**config.mk**
```make
export PLATFORM = sky130hd
export DESIGN_NAME = random_box_painter_flat
export DESIGN_NICKNAME = d
export VERILOG_FILES = /design/src/rtl/random_box_painter_if.sv /design/src/rtl/random_box_painter.sv /design/src/flat_wrapper.sv
export SDC_FILE = /design/constraint.sdc
export NUM_CORES = 1
export LEC_CHECK = 0
export ABC_AREA = 1
export BUFFER_PORTS_ARGS = -buffer_cell sky130_fd_sc_hd__buf_4
export CORE_MARGIN = 5
export CORE_UTILIZATION = 35
export DETAILED_ROUTE_END_ITERATION = 7
export REMOVE_ABC_BUFFERS = 1
export SYNTH_ARGS = -nofsm -noshare
export SYNTH_HDL_FRONTEND = slang
export SYNTH_SLANG_ARGS = --single-unit
export TNS_END_PERCENT = 5
```
**constraint.sdc**
```tcl
create_clock -name clk -period 2 [get_ports clk]
set_input_delay 0.1 -clock clk [delete_from_list [all_inputs] [get_ports clk]]
set_output_delay 0.1 -clock clk [all_outputs]
set_load 0.02 [all_outputs]
```
**src/rtl/random_box_painter_if.sv**
```systemverilog
// Pixel-stream bundle for random_box_painter: run control in, one plotted pixel per transfer out.
// The painter takes the master side; the pixel sink and the run controller take the slave side.
interface random_box_painter_if #(
  parameter int X_W = 8,
  parameter int Y_W = 7
);
  logic           start;
  logic           pixel_ready;
  logic [X_W-1:0] x;
  logic [Y_W-1:0] y;
  logic [2:0]     colour;
  logic           plot;
  logic           busy;
  logic           done;

  modport master (
    input  start, pixel_ready,
    output x, y, colour, plot, busy, done
  );

  modport slave (
    output start, pixel_ready,
    input  x, y, colour, plot, busy, done
  );
endinterface

```
**src/rtl/random_box_painter.sv**
```systemverilog
// Paints NUM_BOXES boxes at LFSR-chosen positions, one pixel per accepted transfer.
// Define RANDOM_COLOUR_EN to take each box colour from the LFSR instead of COLOUR.
module random_box_painter #(
  parameter int          SCREEN_W  = 160,
  parameter int          SCREEN_H  = 120,
  parameter int          X_W       = 8,
  parameter int          Y_W       = 7,
  parameter int          BOX_W     = 4,
  parameter int          BOX_H     = 4,
  parameter int          NUM_BOXES = 16,
  parameter logic [15:0] SEED      = 16'hACE1,
  parameter logic [2:0]  COLOUR    = 3'b111
) (
  input  logic                 clk,
  input  logic                 reset,
  random_box_painter_if.master bus
);
  // An all-zero seed would lock the LFSR, so it falls back to the default seed.
  localparam logic [15:0] SEED_EFF = (SEED == 16'd0) ? 16'hACE1 : SEED;
  localparam logic [X_W:0] MAX_X    = (X_W+1)'(SCREEN_W - BOX_W);
  localparam logic [Y_W:0] MAX_Y    = (Y_W+1)'(SCREEN_H - BOX_H);
  localparam logic [3:0]   COL_LAST = 4'(BOX_W - 1);
  localparam logic [3:0]   ROW_LAST = 4'(BOX_H - 1);
  localparam logic [7:0]   BOX_LAST = 8'(NUM_BOXES);

  typedef enum logic [2:0] {IDLE, GEN, DRAW, NEXT, DONE} state_t;

  state_t         state;
  logic [15:0]    lfsr;
  logic [7:0]     box_count;
  logic [7:0]     count_next;
  logic [3:0]     col;
  logic [3:0]     row;
  logic [X_W-1:0] x0;
  logic [Y_W-1:0] y0;
  logic [X_W-1:0] cx;
  logic [Y_W-1:0] cy;
  logic           accept;

  // x^16+x^14+x^13+x^11+1, right-shifting form; feedback enters at bit 15.
  function automatic logic [15:0] lfsr_next(input logic [15:0] l);
    return {l[0] ^ l[2] ^ l[3] ^ l[5], l[15:1]};
  endfunction

`ifdef RANDOM_COLOUR_EN
  function automatic logic [2:0] colour_fix(input logic [2:0] c);
    return (c == 3'b000) ? 3'b111 : c;
  endfunction
`endif

  assign cx         = lfsr[X_W-1:0];
  assign cy         = lfsr[X_W+Y_W-1:X_W];
  assign accept     = ({1'b0, cx} <= MAX_X) && ({1'b0, cy} <= MAX_Y);
  assign count_next = box_count + 8'd1;

  always_ff @(posedge clk or posedge reset) begin
    if (reset) begin
      state      <= IDLE;
      lfsr       <= SEED_EFF;
      box_count  <= 8'd0;
      col        <= 4'd0;
      row        <= 4'd0;
      bus.x      <= '0;
      bus.y      <= '0;
      bus.colour <= 3'b000;
      bus.plot   <= 1'b0;
      bus.busy   <= 1'b0;
      bus.done   <= 1'b0;
    end else begin
      case (state)
        IDLE, DONE: begin
          if (bus.start) begin
            box_count <= 8'd0;
            bus.busy  <= 1'b1;
            bus.done  <= 1'b0;
            state     <= GEN;
          end
        end
        GEN: begin
          lfsr <= lfsr_next(lfsr);
          if (accept) begin
            col      <= 4'd0;
            row      <= 4'd0;
            bus.x    <= cx;
            bus.y    <= cy;
            bus.plot <= 1'b1;
`ifdef RANDOM_COLOUR_EN
            bus.colour <= colour_fix(lfsr[15:13]);
`else
            bus.colour <= COLOUR;
`endif
            state    <= DRAW;
          end
        end
        DRAW: begin
          // Outputs only move on a completed transfer, so a stalled sink sees a stable pixel.
          if (bus.pixel_ready) begin
            if (col == COL_LAST) begin
              col <= 4'd0;
              if (row == ROW_LAST) begin
                row      <= 4'd0;
                bus.plot <= 1'b0;
                state    <= NEXT;
              end else begin
                row   <= row + 4'd1;
                bus.x <= x0;
                bus.y <= y0 + Y_W'(row + 4'd1);
              end
            end else begin
              col   <= col + 4'd1;
              bus.x <= x0 + X_W'(col + 4'd1);
            end
          end
        end
        NEXT: begin
          box_count <= count_next;
          if (count_next == BOX_LAST) begin
            bus.busy <= 1'b0;
            bus.done <= 1'b1;
            state    <= DONE;
          end else begin
            state <= GEN;
          end
        end
        default: state <= IDLE;
      endcase
    end
  end

  // Box origin is pure data, captured alongside acceptance.
  always_ff @(posedge clk) begin
    if (state == GEN && accept) begin
      x0 <= cx;
      y0 <= cy;
    end
  end
endmodule

```
**src/flat_wrapper.sv**
```systemverilog
// flat-port wrapper written by rule: the top's interface ports become plain ports
module random_box_painter_flat 
#(
  parameter int          SCREEN_W  = 160,
  parameter int          SCREEN_H  = 120,
  parameter int          X_W       = 8,
  parameter int          Y_W       = 7,
  parameter int          BOX_W     = 4,
  parameter int          BOX_H     = 4,
  parameter int          NUM_BOXES = 16,
  parameter logic [15:0] SEED      = 16'hACE1,
  parameter logic [2:0]  COLOUR    = 3'b111
)
  (clk, reset, bus_start, bus_pixel_ready, bus_x, bus_y, bus_colour, bus_plot, bus_busy, bus_done);
  random_box_painter_if #(.X_W(X_W), .Y_W(Y_W)) bus_i ();
  input  logic clk;
  input  logic reset;
  input wire logic [$bits(bus_i.start)-1:0] bus_start;
  input wire logic [$bits(bus_i.pixel_ready)-1:0] bus_pixel_ready;
  output wire logic [$bits(bus_i.x)-1:0] bus_x;
  output wire logic [$bits(bus_i.y)-1:0] bus_y;
  output wire logic [$bits(bus_i.colour)-1:0] bus_colour;
  output wire logic [$bits(bus_i.plot)-1:0] bus_plot;
  output wire logic [$bits(bus_i.busy)-1:0] bus_busy;
  output wire logic [$bits(bus_i.done)-1:0] bus_done;
  assign bus_i.start = bus_start;
  assign bus_i.pixel_ready = bus_pixel_ready;
  assign bus_x = bus_i.x;
  assign bus_y = bus_i.y;
  assign bus_colour = bus_i.colour;
  assign bus_plot = bus_i.plot;
  assign bus_busy = bus_i.busy;
  assign bus_done = bus_i.done;
  random_box_painter #(.SCREEN_W(SCREEN_W), .SCREEN_H(SCREEN_H), .X_W(X_W), .Y_W(Y_W), .BOX_W(BOX_W), .BOX_H(BOX_H), .NUM_BOXES(NUM_BOXES), .SEED(SEED), .COLOUR(COLOUR)) u_core (.clk(clk), .reset(reset), .bus(bus_i));
endmodule
```
## Word level (Yosys, flattened, before mapping)

Cells that the tools add are included.

| storage, ports and cells | value |
|---|---|
| bits in registers | 69 |
| input bits | 4 |
| output and inout bits | 21 |
| word-level logic and storage cells | 93 |

| operators by class | value |
|---|---|
| add/subtract/negate cells | 7 |
| magnitude comparators | 2 |
| equality and inequality tests | 15 |
| mux-type cells | 38 |
| bitwise gates (word level) | 3 |
| reduce and logical (&&, ||, !) cells | 15 |

Operator list:

| operator | number |
|---|---|
| 8-bit two-way mux | 5 |
| 8-bit case mux with 2 select lines | 2 |
| 7-bit two-way mux | 4 |
| 4-bit two-way mux | 6 |
| 3-bit two-way mux | 6 |
| 4-bit case mux with 2 select lines | 2 |
| 5-bit AND reduction | 3 |
| 7-bit case mux with 2 select lines | 1 |
| 3-bit case mux with 4 select lines | 1 |
| 4-bit by 1-bit adder with 5-bit output (second input constant) | 2 |
| 4-bit by 1-bit adder with 4-bit output (second input constant) | 2 |
| 8-bit by 1-bit adder with 8-bit output (second input constant) | 1 |
| 8-bit adder | 1 |
| 4-bit by 2-bit == test with 1-bit output (second input constant) | 2 |
| 8-bit by 5-bit == test with 1-bit output (second input constant) | 1 |
| 8-bit <= comparator (second input constant) | 1 |
| 1-bit two-way mux | 8 |
| 2-bit by 1-bit inequality test with 1-bit output (second input constant) | 4 |
| 4-bit AND reduction | 2 |
| 7-bit adder | 1 |
| 7-bit <= comparator (second input constant) | 1 |
| 3-bit by 2-bit == test with 1-bit output (second input constant) | 2 |
| 2-bit inequality test (second input constant) | 3 |
| 1-bit case mux with 2 select lines | 3 |
| other kinds (10) | 16 |

## Longest topological paths before layout

| depth | value |
|---|---|
| word-level depth | 6 |
| gate-level depth with buffers | 14 |
| mapped depth without buffers | 14 |

## Worst setup path after synthesis

Ideal clock, no wire load.

| timing path | value |
|---|---|
| kind | register to register |
| start point | reg u_core.row[0] |
| end point | reg u_core.bus.y[5] |
| setup time | 0.116 ns |
| data arrival time | 1.715 ns |
| required time | 1.884 ns |
| path slack | 0.168 ns |
| cell stages (with the launch flop) | 11 |
| buffers on the path | 0 |
| cells stage by stage | dfrtp_1 -> ha_1 -> xor2_1 -> ha_1 -> a21oi_1 -> nand2b_1 -> nand4_1 -> nand3_1 -> nand2_1 -> nand2_1 -> nand2_1 |

| between the ends | value |
|---|---|
| word-level cells in the longest chain between the ends | 6 |

RTL lines:

| item | RTL line | text |
|---|---|---|
| start: declaration | random_box_painter.sv:33 | `logic [3:0] row;` |
| start signal: assignment | random_box_painter.sv:105 | `row <= row + 4'd1;` |
| 4-bit by 1-bit adder with 5-bit output | random_box_painter.sv:107 | `bus.y <= y0 + Y_W'(row + 4'd1);` |
| 7-bit adder | random_box_painter.sv:107 |  |
| 7-bit two-way mux | random_box_painter.sv:100 | `if (row == ROW_LAST) begin` |
| 7-bit two-way mux | random_box_painter.sv:98 | `if (col == COL_LAST) begin` |
| 7-bit two-way mux | random_box_painter.sv:97 | `if (bus.pixel_ready) begin` |
| 7-bit case mux with 2 select lines | random_box_painter.sv:70 | `case (state)` |
| end signal: assignment | random_box_painter.sv:85 | `bus.y <= cy;` |
| end signal: assignment | random_box_painter.sv:107 |  |
| end: declaration | random_box_painter_if.sv:18 | `output x, y, colour, plot, busy, done` |

Parallel ways exist; a longest one is shown, timed or not. The select of a mux whose other input is x is not followed.
A chain may end at the register's enable or synchronous reset.

## Final worst setup path

| timing path | value |
|---|---|
| start point | reg u_core.col[2] |
| end point | reg u_core.bus.x[6] |

| between the ends | value |
|---|---|
| word-level cells in the longest chain between the ends | 5 |

RTL lines:

| item | RTL line | text |
|---|---|---|
| start: declaration | random_box_painter.sv:32 | `logic [3:0] col;` |
| start signal: assignment | random_box_painter.sv:110 | `col <= col + 4'd1;` |
| 4-bit by 1-bit adder with 5-bit output | random_box_painter.sv:111 | `bus.x <= x0 + X_W'(col + 4'd1);` |
| 8-bit adder | random_box_painter.sv:111 |  |
| 8-bit two-way mux | random_box_painter.sv:98 |  |
| 8-bit two-way mux | random_box_painter.sv:97 |  |
| 8-bit case mux with 2 select lines | random_box_painter.sv:70 |  |
| end signal: assignment | random_box_painter.sv:111 |  |
| end: declaration | random_box_painter_if.sv:18 |  |

Parallel ways exist; a longest one is shown, timed or not. The select of a mux whose other input is x is not followed.

==> results_dict.tcl <==
set metrics [dict create \
    p_leak_nw 2.09 \
    maxSlewViolCount 0 \
    rows 37 \
    root_buffer "clkbuf_8" \
    cts_tree "built" \
    first_pass_iters 4 \
    htreeDepth 3 \
    hp-class "input port to register" \
    finalSetupViolCount 0 \
    clockBufferDepth 2 \
    wl_per_cell_um 12.7 \
    ys_ff_latch 69 \
    reg2reg_from "u_core.col[2]" \
    fp.dieArea_um2 12900 \
    die_h_um 114 \
    route.detailed.drc 0 \
    synth.distinct_cells 37 \
    pwr-share-clk_pct 18.5 \
    drtIter0Drc 230 \
    num-nets-final 524 \
    postRouteWirelength_um 8200 \
    worstSkewPairLatency_ps 340 \
    hold_violations 0 \
    p_int_mw 3.00 \
    grt_overflow 0 \
    diodes 0 \
    grt_setup_unrepaired "yes" \
    fmax_mhz 533 \
    worst_pin_slew_ps 365 \
    hold_start "bus_start" \
    placed_cell_area_um2 4150 \
    clkSlewWorstSetupHoldPaths_ps 70 \
    globalplace.congestion 0.825 \
    p_sw_share_pct 41.7 \
    ir_drop_v 0.000436 \
    cp-end-kind "register" \
    p_sw_mw 2.14 \
    crit_type "register to register" \
    required_ps 2230 \
    coreArea_um2 10400 \
    grt_usage_pct 13.3 \
    syn_area_um2 3760 \
    syn_avg_cell_area_um2 8.10 \
    crit_arrival_ps 2100 \
    status "completed" \
    drv_cap 0 \
    detailed_place_hpwl_um 5840 \
    via_per_inst 4.79 \
    antenna_found_initial 0 \
    p_comb_share_pct 44.4 \
    min_period_ps 1880 \
    grt_pass1_wl_um 14100 \
    crit_path_start "u_core.col[2]" \
    mostFrequentLayoutCells "nand2_1, inv_1, dfrtp_1" \
    die_w_um 114 \
    worst_slack_ps 124 \
    setup_tns_ps 0 \
    fin_skew_ps 11.1 \
    final_common_cell "nand2_1" \
    numClockSinks 69 \
    numCtsBuffers 9 \
    post-place-ws_ps 7.69 \
    grt_max_degree 28 \
    grt_pass1_vias 2953 \
    start_kind "register" \
    reg2reg_slack_ps 120 \
    fin_crit_sh_pct 93.8 \
    powerDensity_nw_per_um2 1150 \
    area_delta_synth_final_pct 18.4 \
    vias 3090 \
    seq_area_frac_synth_pct 48.2 \
    initial_core_util_pct 36.1 \
    io_pins 25 \
    yosys_warnings 0 \
    postRouteAntennaNets 0 \
    max_slew_margin_pct 75.6 \
    netlist_instances 464 \
    final_layout_size_suffix_gt1_share_pct 20.2 \
    worstPathMaxFanout 5 \
    p_seq_share_pct 37.1 \
    io_buffers 24 \
    finalInstanceArea_um2 4450 \
]
-- worst max-delay path, cell delays in order (launching register included) --
cell and delay (ps):
dfrtp_2 450, nand3_1 140, xor2_2 250, ha_4 260
nand3_1 110, nand3_1 100, nand2_1 70, nand2_1 70
nand2_1 60, nand2_1 40, nand3_1 50, nand2_1 50
nand2_1 50, nand2_1 50
-- Yosys cell counts --
library cell	count	area share [%]
or2_1	1	0.17
clkbuf_1	4	0.40
fa_1	2	1.1
dfrtp_1	46	31
inv_4	1	0.17
inv_2	10	1.0
inv_1	46	4.6
xor2_1	4	0.93
nor3_4	1	0.43
o211ai_1	2	0.40
dfstp_2	8	5.6
nor3_1	2	0.27
nand4_1	10	1.7
nand3_1	33	4.4
nor2_1	19	1.9
buf_2	2	0.27
and3_1	1	0.17
nand4_2	1	0.33
buf_1	1	0.10
edfxtp_1	15	12
or2_2	2	0.33
nand2_2	2	0.33
nand3_2	1	0.27
o21ai_1	9	1.2
nand2_1	170	17
xnor2_1	4	0.93
nand3_4	2	0.93
a21oi_1	7	0.93
o22ai_1	4	0.67
nor2_4	2	0.60
nand2_4	2	0.60
buf_4	2	0.40
ha_1	14	4.7
a21o_1	1	0.20
o21ai_0	28	3.7
nor2_2	3	0.50
nand2b_1	2	0.33
-- metal layers --
metal,wire length (um),GRT usage [%],vias to the layer above
met1,3990,18.2,1461
met2,3830,20.8,49
li1,-,-,1571
met3,285,3.18,9
met4,101,4.49,0
met5,0,0,-
-- flip-flops by register name, indices dropped and copies added, names as in the netlist --
| name | count |
|---|---|
| u_core.lfsr | 16 |
| u_core.bus.x | 8 |
| u_core.bus.done | 1 |
| u_core.state | 3 |
| u_core.row | 4 |
| u_core.bus.colour | 1 |
| u_core.y0 | 7 |
| u_core.col | 4 |
| u_core.box_count | 8 |
| u_core.bus.plot | 1 |
| u_core.bus.busy | 1 |
| u_core.bus.y | 7 |
| u_core.x0 | 8 |
-- repair_timing --
item / 4_1_cts / 5_1_grt
buffers inserted: 1 / 1
endpoints found under the setup margin: 3 / 20
hold buffers: 1 / 0
pin swaps: 1 / 3
resized for setup: 2 / 19
endpoints found under the hold margin: 46 / 0
-- kinds of logic after synthesis --
logic type,share of synthesized area (%)
compound gates,7.12
xor+xnor,1.86
fa+ha+maj,5.72
buf+inv,6.92
flops,48.2
simple gates,30.2
-- final cells by class --
cell class | instances | area [um2]
inverter | 57 | 216
timing repair buffer | 38 | 288
clock buffer | 13 | 139
clock inverter | 3 | 12.5
tap | 136 | 170
fill | 1036 | 5970
sequential | 69 | 1810
multi-input combinational | 329 | 1810
-- stage by stage --
| step | total power [mW] | hold slack (ps) | utilization (%) | cells |
|---|---|---|---|---|
| after floorplan | 3.45 | 246 | - | 455 |
| after global placement | 4.10 | 197 | 39.8 | 626 |
| after detailed placement | 4.12 | 211 | 39.8 | 626 |
| after CTS | 5.10 | 44.9 | 41.6 | 644 |
| after global routing | 5.58 | 60.0 | 42.7 | 645 |
| final | 5.14 | 55.3 | 42.7 | 645 |
-- path summary, 6_finish.rpt --
check / to / cells past startpoint
worst max-delay path: u_core.bus.x[6] / 13
worst min-delay path: u_core.bus.busy / 3
worst max register to register: u_core.bus.x[6] / 13
worst min register to register: u_core.bus.busy / 2
max in group asynchronous: u_core.lfsr[13] / 4
min in group asynchronous: u_core.bus.x[3] / 4
-- power groups by stage --
stage | clock [mW] | sequential, mW | combinational [mW]
floorplan | 0 | 2.02 | 1.43
global placement | 0 | 1.91 | 2.19
detailed placement | 0 | 1.91 | 2.21
CTS | 0.978 | 1.89 | 2.23
global route | 1.06 | 1.94 | 2.58
finish | 0.949 | 1.91 | 2.28
Note: power is estimated with default switching activity, not from simulation.
